`config.mk`:
```
export PLATFORM = sky130hd
export DESIGN_NAME = game_flow_ctrl
export DESIGN_NICKNAME = d
export VERILOG_FILES = /design/src/rtl/game_flow_ctrl.sv
export SDC_FILE = /design/constraint.sdc
export NUM_CORES = 1
export LEC_CHECK = 0
export CORE_ASPECT_RATIO = 0.6
export CORE_UTILIZATION = 50
export DETAILED_ROUTE_END_ITERATION = 10
export PLACE_DENSITY_LB_ADDON = 0.05
export SYNTH_ARGS = -nofsm -noshare
export SYNTH_HDL_FRONTEND = slang
export SYNTH_SLANG_ARGS = --single-unit
```
`constraint.sdc`:
```
create_clock -name clk -period 4.7 [get_ports clk]
set_clock_uncertainty 0.15 [all_clocks]
set_input_delay 0.705 -clock clk [delete_from_list [all_inputs] [get_ports clk]]
set_output_delay 0.705 -clock clk [all_outputs]
set_load 0.02 [all_outputs]
```
`src/rtl/game_flow_ctrl.sv`:
```
// rtl/game_flow_ctrl.sv - round sequencer for the rhythm-game display path
// Walks idle/select/countdown/play/pause/result, paced by VGA frame ticks.
module game_flow_ctrl #(
   parameter int          NUM_SONGS    = 4,
   parameter int          COUNT_FRAMES = 60,
   parameter int          SONG_FRAMES  = 3600,
   parameter logic [7:0]  KEY_START    = 8'h20,
   parameter logic [7:0]  KEY_NEXT     = 8'h44,
   parameter logic [7:0]  KEY_PREV     = 8'h41,
   parameter logic [7:0]  KEY_ESC      = 8'h1B
) (
   input  logic        clk,
   input  logic        rst,
   input  logic        vs,
   input  logic [7:0]  keys,
   input  logic        key_state,
   input  logic [31:0] score,
   output logic [2:0]  state,
   output logic [3:0]  music_id,
   output logic        rst_track,
   output logic        track_run,
   output logic [1:0]  countdown,
   output logic [15:0] play_frames,
   output logic [31:0] final_score,
   output logic        round_done
);

   typedef enum logic [2:0] {
      S_IDLE   = 3'd0,
      S_SELECT = 3'd1,
      S_COUNT  = 3'd2,
      S_PLAY   = 3'd3,
      S_PAUSE  = 3'd4,
      S_RESULT = 3'd5
   } state_t;

   state_t      st;
   logic        vs_q;
   logic        key_state_q;
   logic [15:0] frame_cnt;
   logic        frame_tick;
   logic        key_ev;
   logic        key_start;
   logic        key_next;
   logic        key_prev;
   logic        key_esc;

   assign frame_tick = vs & ~vs_q;
   assign key_ev     = key_state & ~key_state_q;
   assign key_start  = key_ev && (keys == KEY_START);
   assign key_next   = key_ev && (keys == KEY_NEXT);
   assign key_prev   = key_ev && (keys == KEY_PREV);
   assign key_esc    = key_ev && (keys == KEY_ESC);
   assign state      = st;

   always_ff @(posedge clk) begin
      if (!rst) begin
         st          <= S_IDLE;
         vs_q        <= 1'b0;
         key_state_q <= 1'b0;
         frame_cnt   <= 16'd0;
         music_id    <= 4'd0;
         rst_track   <= 1'b0;
         track_run   <= 1'b0;
         countdown   <= 2'd0;
         play_frames <= 16'd0;
         final_score <= 32'd0;
         round_done  <= 1'b0;
      end else begin
         vs_q        <= vs;
         key_state_q <= key_state;
         round_done  <= 1'b0;
         case (st)
            S_IDLE: begin
               if (key_ev) st <= S_SELECT;
            end
            S_SELECT: begin
               if (key_next) begin
                  music_id <= (music_id == 4'(NUM_SONGS - 1)) ? 4'd0 : music_id + 4'd1;
               end else if (key_prev) begin
                  music_id <= (music_id == 4'd0) ? 4'(NUM_SONGS - 1) : music_id - 4'd1;
               end else if (key_start) begin
                  st          <= S_COUNT;
                  countdown   <= 2'd3;
                  frame_cnt   <= 16'd0;
                  play_frames <= 16'd0;
               end
            end
            S_COUNT: begin
               if (key_esc) begin
                  st        <= S_SELECT;
                  countdown <= 2'd0;
               end else if (frame_tick) begin
                  if (frame_cnt == 16'(COUNT_FRAMES - 1)) begin
                     frame_cnt <= 16'd0;
                     countdown <= countdown - 2'd1;
                     // The last digit hands straight over to play on the same edge.
                     if (countdown == 2'd1) begin
                        st        <= S_PLAY;
                        rst_track <= 1'b1;
                        track_run <= 1'b1;
                     end
                  end else begin
                     frame_cnt <= frame_cnt + 16'd1;
                  end
               end
            end
            S_PLAY: begin
               if (key_esc) begin
                  st        <= S_SELECT;
                  rst_track <= 1'b0;
                  track_run <= 1'b0;
               end else if (frame_tick && play_frames == 16'(SONG_FRAMES - 1)) begin
                  st          <= S_RESULT;
                  play_frames <= 16'(SONG_FRAMES);
                  final_score <= score;
                  round_done  <= 1'b1;
                  track_run   <= 1'b0;
               end else begin
                  // A tick arriving with the pause key is still counted.
                  if (frame_tick) play_frames <= play_frames + 16'd1;
                  if (key_start) begin
                     st        <= S_PAUSE;
                     track_run <= 1'b0;
                  end
               end
            end
            S_PAUSE: begin
               if (key_start) begin
                  st        <= S_PLAY;
                  track_run <= 1'b1;
               end else if (key_esc) begin
                  st        <= S_SELECT;
                  rst_track <= 1'b0;
               end
            end
            S_RESULT: begin
               // rst_track stays high here so the score remains on screen.
               if (key_start) begin
                  st        <= S_SELECT;
                  rst_track <= 1'b0;
               end
            end
            default: begin
               st        <= S_IDLE;
               rst_track <= 1'b0;
               track_run <= 1'b0;
               countdown <= 2'd0;
            end
         endcase
      end
   end

endmodule
```
Yosys cells after proc, flatten, opt, wreduce, memory -nomap -nowiden:

Index checks and enable logic that the tools add are counted.
Widths: inputs -> output; s select.

* multiplexer cells: 50
* equal/unequal tests: 31
* reductions and logical operators: 22
* add/sub/neg operators: 5
* bitwise operators: 10

Operators by type and width (count)
* $mux 16: 9
* $pmux 16 s2: 2
* $mux 3: 14
* $add 16x1->16 const B: 2
* $ne 2x2->1 const B: 12
* $pmux 3 s6: 1
* $reduce_and 6->1: 3
* $eq 16x12->1 const B: 1
* $eq 16x6->1 const B: 1
* $eq 8x7->1 const B: 2
* $mux 4: 4
* $ne 3x3->1 const B: 5
* $reduce_and 7->1: 2
* $mux 2: 6
* $mux 1: 11
* $reduce_and 10->1: 1
* $eq 8x5->1 const B: 1
* $eq 8x6->1 const B: 1
* $not 1->1: 8
* $eq 3x2->1 const B: 2
* $eq 3x3->1 const B: 2
* $pmux 2 s3: 1
* $reduce_bool 2->1: 3
* $reduce_or 3->1: 2
* other kinds (17): 22

* register bits: 78
* word-level logic and storage cells: 129
* output and inout bits: 60
* bits of input ports: 44

Depth between registers and ports, before layout:

* word-level depth: 7
* mapped depth: 8
* depth with buffers taken out: 7

Worst setup path before layout:

OpenSTA, ideal clock, no wires.

* kind: input to register
* from: input key_state
* to: register st[0], in the netlist state[0]
* path slack: 2287 ps
* buffers on the path: 2
* arrival: 2142 ps
* stages: 7
* library setup time: 122 ps
* required time: 4428 ps
* path through: nor3b_4 > and4_1 > buf_6 > a211oi_2 > or4_4 > buf_6 > mux2i_1

* word-level cells in the longest chain between the ends: 4
* elaborated cells between the ends (all ways): 20
* those cells by class: eq/ne (10); mux (4); bitwise (1); reduce/logical (5)

Ends and longest elaborated chain
* from (decl): RTL line 16 `input logic key_state,`
* $and 1x1->1 (*): RTL line 49 `assign key_ev = key_state & ~key_state_q;`
* $logic_and 1x1->1, on equally long branches
* $ne 4x4->1 (no line) (tied with other cells)
* $reduce_and 10->1 (no line) or $pmux 3 s6 (tied branches)
* to (signal assigned): RTL line 58 `st <= S_IDLE;`
* to (signal assigned): RTL line 75 `if (key_ev) st <= S_SELECT;`
* to (signal assigned): RTL line 83 `st <= S_COUNT;`
* to (decl): RTL line 37 `state_t st;`

Mark *: on every way between the ends. The rest lies on a longest branch, timed or not.
A chain may end at the register's enable or synchronous reset.

Worst setup path after layout:

* from: input key_state
* to: register frame_cnt[7]

* word-level cells in the longest chain between the ends: 4
* elaborated cells between the ends (all ways): 10
* those cells by class: eq/ne (4); bitwise (1); reduce/logical (5)

Ends and longest elaborated chain
* $and 1x1->1 (*): RTL line 49
* $logic_and 1x1->1, on equally long branches
* $ne 2x2->1 (no line)
* $reduce_and 6->1 (no line) (*)
* to (signal assigned): RTL line 104 `frame_cnt <= frame_cnt + 16'd1;`
* to (decl): RTL line 40 `logic [15:0] frame_cnt;`

Marked as above.

==> impl_summary.log <==
[metrics] outcome: complete, no violations
[metrics] maximum single-stage delay on the critical path: 0.50 ns
[metrics] aggregate negative setup slack: 0 ns
[metrics] Inserted Diodes: 0
[metrics] global-route wire length before repair: 16800 um
[metrics] Num Clock Sinks: 78
[metrics] total number of vias: 3842
[metrics] synthesis-to-layout area growth: 35.4%
[metrics] MaxCap Viol Count: 0
[metrics] Fin Hold WS: 0.296 ns
[metrics] site row count: 24
[metrics] Internal: 1.17 mW
[metrics] synthesized-area fraction occupied by adder cells: 1.63%
[metrics] setup repair after global routing missed its margin: no
[metrics] core area: 7360 sq um
[metrics] share of the synthesized area in the top cell type: 40.6%
[metrics] largest family of logic cells by synthesized area: simple AND/OR/NAND/NOR gates
[metrics] critical path type: input pin to flip-flop
[metrics] start of the worst register-to-register path: state[0]
[metrics] Main synth FF type: dfxtp_1
[metrics] reg-to-reg slack, setup: 2.15 ns
[metrics] TritonCTS clock tree: yes
[metrics] Finished Layout Cells: 690
[metrics] Overflow after GRT: 0
[metrics] via/cell ratio: 5.57
[metrics] final estimated routing congestion in global placement: 0.878
[metrics] Buffers & Inverters on Critical Path: 1
[metrics] critical hold path startpoint: final_score[19]
[metrics] drt wl/cell: 14.8 um
[metrics] via count of the first global-routing pass: 3540
[metrics] number of synthesized register bits: 78
[metrics] Power per Cell Area: 308 nW/um^2
[metrics] antenna violations before repair: 0
[metrics] net count after synthesis: 534
[metrics] total iterations of the first detailed-routing run: 5
[metrics] placed instance count: 675
[metrics] Hold Path Cell Cnt: 2
[metrics] buffers added on ports: 103
[metrics] largest net degree at the start of global routing: 33
[metrics] cell count after synthesis: 485
[metrics] sum of internal, switching and leakage power: 1.60 mW
[metrics] fin crit period: 2.86 ns
[metrics] worst-case vdd ir drop: 0.195 mV
[metrics] number of distinct library cell variants in the gate-level netlist after synthesis: 61
[metrics] Post-CTS Setup Bufs: 0
[metrics] total of endpoints with negative setup slack in the final report: 0
[metrics] die boundary width: 115 um
[metrics] number of buffers added to fix hold violations after cts: 0
[metrics] logic depth of the worst path, buffers included: 7
[metrics] Post-synth EDFFs: 0
[metrics] category of the worst setup path capture point: flip-flop
[metrics] part of the total power dissipated in the clock network: 39.1%
[metrics] area of the multi-input gates: 2150 sq um
[metrics] Initial Utilization: 52.3%
[metrics] total clock buffers created by CTS: 9
[metrics] measured slew at the worst slew-check pin: 0.727 ns
[metrics] post-synthesis cell type with the largest combined area: dfxtp_1
[metrics] depth of the CTS H-tree: 3
[metrics] worst-case headroom to the max-slew limit: 51.5%
[metrics] floorplan die area: 8060 sq um
[metrics] Post-Synthesis Mean Instance Area: 7.93 sq um
[metrics] global-route usage over all layers: 26.2%
[metrics] CP cell instances: clkdlybuf4s50_1, nor3b_4, nand4_1, nand3_1, nand2_1, a21boi_0, o21a_1
[metrics] top-count cell post-synth: nand2_1
[metrics] Core Util, Final: 70.8%
[metrics] ratio of cells with drive above 1 in the final layout: 6.14%
[metrics] Static Leak: 1.76 nW
[metrics] fin worst setup slack: 1.84 ns
[metrics] proportion of total power due to net switching: 27.2%
[metrics] proportion of power drawn by flip-flops and latches: 44.0%
[metrics] chip height: 69.9 um
[metrics] maximum buffer depth of the clock tree: 2
[metrics] Cell Area, Synth: 3850 sq um
[metrics] maximum achievable frequency: 0.350 GHz
[metrics] slowest CP cell: clkdlybuf4s50_1
[metrics] total routed wirelength: 10200 um
[metrics] Worst Reg-to-Reg Cells: 6
[metrics] residual antenna-violating net count after detailed routing: 0
[metrics] top post-synthesis cells by count: nand2_1, dfxtp_1, a21oi_1
[metrics] Final Instance Area: 5210 sq um
[metrics] CP required: 4.83 ns
[metrics] Critical path origin: key_state
[metrics] simple-gate area share of the yosys netlist: 31.3%
[metrics] post-detail-place hpwl: 7320 um
[metrics] data arrival time of the worst path: 2.98 ns
[metrics] number of instances resized during post-cts repair: 0
[metrics] share of the synthesized netlist area taken by xor and xnor gates: 3.87%
[metrics] top cell family by delay on the critical path: simple AND/OR/NAND/NOR gates
[metrics] worst skew pair latency: 0.33 ns
[metrics] class of the tightest hold or removal check: flip-flop to flip-flop
[metrics] clock-pin slew on the worst setup and hold paths: 0.06 ns
[metrics] type of origin of the critical path: input pin
[metrics] portion of the clock cycle consumed by the worst path in the final layout: 60.7%
[metrics] filler instances: 614
[metrics] Iteration-0 DRC Markers: 206
[metrics] combinational share of power: 16.9%
[metrics] highest net fanout along the worst path: 8
[metrics] Root Buffer Master: clkbuf_16
[metrics] part of the Yosys area used for sequential elements: 40.6%
[metrics] number of nets in the layout: 631
[metrics] register area: 1560 sq um
[metrics] Compound-Gate Fraction of Synth Area: 16.9%
[metrics] minimum setup slack after placement: 1.58 ns
[metrics] count of pins on the block boundary: 104
[metrics] post-synthesis mux area share: 2.11%
[metrics] Synth Warn #: 0
[metrics] count of unresolved DRC violations after routing: 0
[metrics] switching power: 0.436 mW
[metrics] fin. max-slew vios: 0
[metrics] biggest area contributors in the synthesized netlist: dfxtp_1, nand2_1, a21oi_1
[metrics] Async SR Flop Fraction: 0%
[metrics] placed cell area: 4940 sq um
[metrics] number of failing hold endpoints at the final stage: 0
## layout make-up
| cell class | count | share of cell area [%] |
|---|---|---|
| clock buffers | 11 | 4.66 |
| clock inverters | 4 | 0.457 |
| inverters | 9 | 0.649 |
| multi-input cells | 376 | 41.2 |
| flip-flops and latches | 78 | 30.0 |
| well taps | 104 | 2.50 |
| repair buffers | 108 | 20.5 |
## placed cells by master (no fill, tap or decap), types with 7 or more instances in the layout
cell type,instances
nand2_1,105
nand4_1,9
mux2i_1,7
clkdlybuf4s50_1,103
nor3_1,14
nand3_1,18
o21ai_0,15
dfxtp_1,78
inv_1,9
nor2_1,36
xnor2_1,11
nor2b_1,7
a21oi_1,57
clkbuf_16,9
## logic make-up after synthesis
family,Yosys count
AOI/OAI and AO/OA,108
DFF,78
xor gates and xnor gates,17
adders and majority gates,5
muxes,8
and+or+nand+nor,238
buffers and inverters,31
## worst paths after layout
check / endpoint
min reg2reg: final_score[19]
max reg2reg: music_id[2]
max: frame_cnt[7]
min: final_score[19]
## power groups by stage
stage / sequential [mW] / clock (mW) / combinational [mW]
after floorplan: 0.715 / 0 / 0.184
after global placement: 0.718 / 0 / 0.260
after detailed placement: 0.719 / 0 / 0.263
after CTS: 0.705 / 0.639 / 0.268
after global routing: 0.708 / 0.665 / 0.292
final: 0.705 / 0.627 / 0.270
## worst register-to-register path, cell delays in order (launching register included)
cell and delay [ns]:
dfxtp_1 0.61, nor2b_1 0.23, nand2_1 0.22, nor3_1 0.61, a21boi_0 0.32, mux2i_1 0.23, nor2_1 0.05
## state kept, by name, summed over array words and instances (netlist names)
name and cells:
final_score 32, key_state_q 1, music_id 4, play_frames 16
vs_q 1, state 3, track_run 1, countdown 2
rst_track 1, round_done 1, frame_cnt 16
## layer usage
metal  GRT usage, %  vias to the layer above  wire, um
met1           37.0                     1774      4860
met3           7.20                       14       840
met5              0                        -         0
li1               -                     1892         -
met4           7.50                        0       135
met2           39.0                      162      4350
Power figures use the tool's default switching activity.
